**src/rtl/clint.sv**
```systemverilog
// rtl/clint.sv - Core-local interruptor: msip, prescaled 64-bit mtime, mtimecmp, level irqs.
module clint #(
    parameter logic [15:0] PRESCALE_RST = 16'd0,
    parameter logic [63:0] MTIMECMP_RST = 64'hFFFF_FFFF_FFFF_FFFF
) (
    input  logic        clk,
    input  logic        rst_n,
    input  logic        sel,
    input  logic        we,
    input  logic [4:0]  adr,
    input  logic [31:0] wdata,
    output logic [31:0] rdata,
    output logic        rvalid,
    output logic        timer_irq,
    output logic        soft_irq
);

    logic        msip;
    logic [63:0] mtime;
    logic [63:0] mtimecmp;
    logic [15:0] prescale;
    logic [15:0] pcnt;

    logic [2:0]  reg_idx;
    logic        wr_en;
    logic        rd_en;
    logic        unused_adr;

    logic        wr_msip;
    logic        wr_cmp_lo;
    logic        wr_cmp_hi;
    logic        wr_mtime_lo;
    logic        wr_mtime_hi;
    logic        wr_prescale;

    logic        pcnt_hit;
    logic        tick;
    logic        lo_carry;
    logic [15:0] pcnt_next;
    logic [31:0] mtime_lo_next;
    logic [31:0] mtime_hi_next;
    logic [63:0] mtime_next;
    logic [63:0] mtimecmp_next;
    logic        msip_next;
    logic [31:0] rd_value;

    assign reg_idx    = adr[4:2];
    assign unused_adr = ^adr[1:0];
    assign wr_en      = sel & we;
    assign rd_en      = sel & ~we;

    assign wr_msip     = wr_en && (reg_idx == 3'd0);
    assign wr_cmp_lo   = wr_en && (reg_idx == 3'd1);
    assign wr_cmp_hi   = wr_en && (reg_idx == 3'd2);
    assign wr_mtime_lo = wr_en && (reg_idx == 3'd3);
    assign wr_mtime_hi = wr_en && (reg_idx == 3'd4);
    assign wr_prescale = wr_en && (reg_idx == 3'd5);

    // A prescale write restarts the divider and suppresses the tick of that edge.
    assign pcnt_hit  = (pcnt == prescale);
    assign tick      = pcnt_hit & ~wr_prescale;
    assign pcnt_next = (wr_prescale || pcnt_hit) ? 16'd0 : pcnt + 16'd1;

    // The carry into hi always comes from the pre-edge lo, even when lo is being written.
    assign lo_carry      = tick & (&mtime[31:0]);
    assign mtime_lo_next = wr_mtime_lo ? wdata : mtime[31:0] + {31'd0, tick};
    assign mtime_hi_next = wr_mtime_hi ? wdata : mtime[63:32] + {31'd0, lo_carry};
    assign mtime_next    = {mtime_hi_next, mtime_lo_next};

    assign mtimecmp_next = {wr_cmp_hi ? wdata : mtimecmp[63:32],
                            wr_cmp_lo ? wdata : mtimecmp[31:0]};
    assign msip_next     = wr_msip ? wdata[0] : msip;

    always_comb begin
        rd_value = 32'd0;
        case (reg_idx)
            3'd0:    rd_value = {31'd0, msip};
            3'd1:    rd_value = mtimecmp[31:0];
            3'd2:    rd_value = mtimecmp[63:32];
            3'd3:    rd_value = mtime[31:0];
            3'd4:    rd_value = mtime[63:32];
            3'd5:    rd_value = {16'd0, prescale};
            default: rd_value = 32'd0;
        endcase
    end

    always_ff @(posedge clk) begin
        if (!rst_n) begin
            msip      <= 1'b0;
            mtime     <= 64'd0;
            mtimecmp  <= MTIMECMP_RST;
            prescale  <= PRESCALE_RST;
            pcnt      <= 16'd0;
            rdata     <= 32'd0;
            rvalid    <= 1'b0;
            timer_irq <= 1'b0;
        end else begin
            msip      <= msip_next;
            mtime     <= mtime_next;
            mtimecmp  <= mtimecmp_next;
            prescale  <= wr_prescale ? wdata[15:0] : prescale;
            pcnt      <= pcnt_next;
            rdata     <= rd_en ? rd_value : rdata;
            rvalid    <= rd_en;
            timer_irq <= (mtime_next >= mtimecmp_next);
        end
    end

    assign soft_irq = msip;

endmodule

```
**config.mk**
```make
export PLATFORM = sky130hd
export DESIGN_NAME = clint
export DESIGN_NICKNAME = d
export VERILOG_FILES = /design/src/rtl/clint.sv
export SDC_FILE = /design/constraint.sdc
export NUM_CORES = 1
export LEC_CHECK = 0
export CORE_MARGIN = 2
export CORE_UTILIZATION = 60
export DETAILED_ROUTE_END_ITERATION = 7
export PLACE_DENSITY_LB_ADDON = 0.3
export SETUP_SLACK_MARGIN = 0.4
export SLEW_MARGIN = 10
export SYNTH_ARGS = -nofsm -noshare
export SYNTH_HDL_FRONTEND = slang
export SYNTH_SLANG_ARGS = --single-unit
```
**constraint.sdc**
```tcl
create_clock -name clk -period 5.5 [get_ports clk]
set_input_delay 0.55 -clock clk [delete_from_list [all_inputs] [get_ports clk]]
set_output_delay 0.55 -clock clk [all_outputs]
set_load 0.05 [all_outputs]
```
==> metrics <==
commonest non-fill, non-tap cell in the layout dfxtp_1; Layout Nets about 1400; Final setup viols 0; Post-synth top flop dfxtp_1; Hold Crit Class input port to flop; DRC Markers 0; drt pass-1 iters 5; Core Area roughly 0.018 mm2; Final Hold Fails 0; Syn. warnings 0; CP max stage cell a221o_1; cts bufs inserted 17; CTS tree done; drt first-iter violations 885; most frequent CP cell nand4_1; Synth Instances around 1300; sequential share of the synthesized area 36.2%; Congestion Overflow GR 0; Clock Path Buffers 2; TNS Setup 0 ps; GRT busiest layer met2; Vias/cell roughly 6.4; All-Layer GR Usage about a third; ant diodes 0; Setup CP Type flop to flop; skew final 8.06 ps; Power per Cell Area around 250 mW/mm2; Max-Slew Margin vs Limit between 20% and 30%; routed wire length around 32000 um; Worst-Margin Slew approximately 1100 ps; initial antenna violation count 0; dpl hpwl 22500 um; critical path arrival ~5400 ps; peak fanout along the critical path 4; GR Layer Usage met2 52.8%; Max Clk Rate 198 MHz; vias in the first global route ~9400; Syn Nets roughly 1400; Cell Rows 49; Post-synth EDFFs 0; Synth Cell Area 0.0108 mm2; Critical Path Source Type flop; clk slew on worst S/H paths around 70 ps; CP required around 6000 ps; Finished Core Util 70.3%; Final Cell Area 0.0125 mm2; Worst-Skew Late Latency about 430 ps; fraction of registers with async set/reset 0%; routability cong. slightly below 1; CTS H-tree depth 4; root buf cell clkbuf_16; drt wl/cell 20.4 um; Final period util between 90% and 100%; outcome completed; minimum clock period after layout approximately 5100 ps; max-cap check violation count 0; FF+latch count, synth approximately 200; peak supply drop between 0.2 and 0.25 mV; Area Growth Syn to Fin 15.8%; initial core utilization about three fifths; I/O pins 76; worst stage delay on the critical path around 400 ps; LEAKAGE 0.00493 uW; CP Cell Sequence xor2_1, nor4_1, nand4_1, nor2_2, nand4_1, nor4_2, ha_2, ha_4, and2_4, nand4_1, buf_4, nor3_2, buf_4, nand4_1, xor2_1, a21oi_1, ha_1, nand2_1, o21ai_0, a221o_1, a211o_1, a41o_1; RSZ-0062 raised after global routing true; delay-heaviest family, CP simple AND/OR/NAND/NOR gates; Slew Viols, Final 0; grt met1 use 39.3%; Die Span Y between 100 and 150 um; Post-DRT Antenna Nets 0; Synth Area per Inst roughly 8.6 um2; vias ~9800; Placement Cell Area around 0.012 mm2; met3 GRT Util between 5 and 6%; die area about 0.019 mm2; Yosys cell types 54; die width 138 um; most frequent cells in the layout dfxtp_1 (188), nand2_1 (167), nor2_1 (111); CP Capture Type flop; IO Port Bufs between 70 and 80; largest net degree at the start of global routing slightly above 100; Sink Count ~200; WP buf/inv 2; first-pass GRT wire length 49000 um; share of post-route cells with drive strength above 1 9.25%
## power by group
group	switching, uW	leakage [uW]	total [uW]	internal (uW)
sequential	33.0	0.00158	1480	1440
combinational	234	0.00306	380	146
clock	540	0.000292	1300	762
total	807	0.00493	3160	2350
## state kept, by name, summed over array words and instances, names as in the netlist
register   cells
rdata         32
soft_irq       1
rvalid         1
mtime         64
prescale      16
mtimecmp      64
timer_irq      1
pcnt          16
## worst register-to-register path: stages, from the launching register on
cell and delay [ps]:
dfxtp_1 360, xor2_1 180, nor4_1 280, nand4_1 240
nor2_2 230, nand4_1 150, nor4_2 390, ha_2 290
ha_4 150, and2_4 140, nand4_1 230, buf_4 240
nor3_2 150, buf_4 170, nand4_1 120, xor2_1 180
a21oi_1 180, ha_1 270, nand2_1 60, o21ai_0 80
a221o_1 400, a211o_1 300, a41o_1 190
## cell type report
| class | count | area, um2 |
|---|---|---|
| repair buffers | 106 | 993 |
| inverters | 7 | 26.3 |
| fillers | 1420 | 5290 |
| flip-flops and latches | 195 | 3920 |
| multi-input cells | 981 | 6660 |
| clock buffers | 23 | 488 |
| well taps | 229 | 287 |
| clock inverters | 7 | 123 |
## cell usage after synthesis (12+ instances only)
library cell / instances / area, um2
nand2_1: 167 / 627
clkbuf_1: 61 / 229
nor3_1: 13 / 65.1
mux2i_1: 83 / 831
o21ai_0: 37 / 185
a22oi_1: 55 / 413
xor2_1: 63 / 552
mux2_2: 20 / 225
dfxtp_1: 195 / 3900
ha_1: 69 / 863
and2_1: 43 / 269
nand4_1: 31 / 194
xnor2_1: 22 / 193
nor2_1: 112 / 420
a21oi_1: 94 / 470
and3_1: 12 / 75.1
nand3_1: 45 / 225
a211oi_1: 21 / 158
## routing by layer
metal	wire (um)	part of all wire [%]	vias up
li1	-	-	4605
met1	12400	39	4654
met2	14600	46	460
met3	2280	7.2	118
met4	2200	7.0	0
met5	0	0	-
## kinds of logic (layout without fill, tap and decap cells)
group           after synthesis  in the layout  share of synthesized area [%]
compound gates              255            255                           15.3
xor+xnor                     85             85                           6.90
fa+ha+maj                    69             69                           8.00
mux                         103            103                           9.79
buf+inv                      84            143                           3.10
flops                       195            195                           36.2
simple gates                469            469                           20.7
## what timing repair did
item                                    4_1_cts  5_1_grt
buffers inserted                              0        8
endpoints found under the hold margin         0        0
endpoints found under the setup margin        0        1
hold buffers                                  0        0
gates resized for setup                       0       24
## worst paths after layout
path,startpoint,to,slack [ps],cells after the start
hold reg to reg,pcnt[0],pcnt[0],470,1
hold / removal,rst_n,mtimecmp[43],320,2
setup / recovery,prescale[7],timer_irq,440,22
setup reg to reg,prescale[7],timer_irq,440,22
## metrics by stage
| stage | worst slack, ps | cells | power (uW) | hold slack [ps] |
|---|---|---|---|---|
| after detailed placement | 296 | 1510 | 1870 | 479 |
| after global placement | 374 | 1510 | 1860 | 469 |
| after global routing | 308 | 1548 | 3250 | 326 |
| after CTS | 524 | 1540 | 3160 | 319 |
| after floorplan | 754 | 1260 | 1730 | 461 |
| final | 439 | 1548 | 3160 | 325 |
Note: power is estimated with default switching activity, not from simulation.
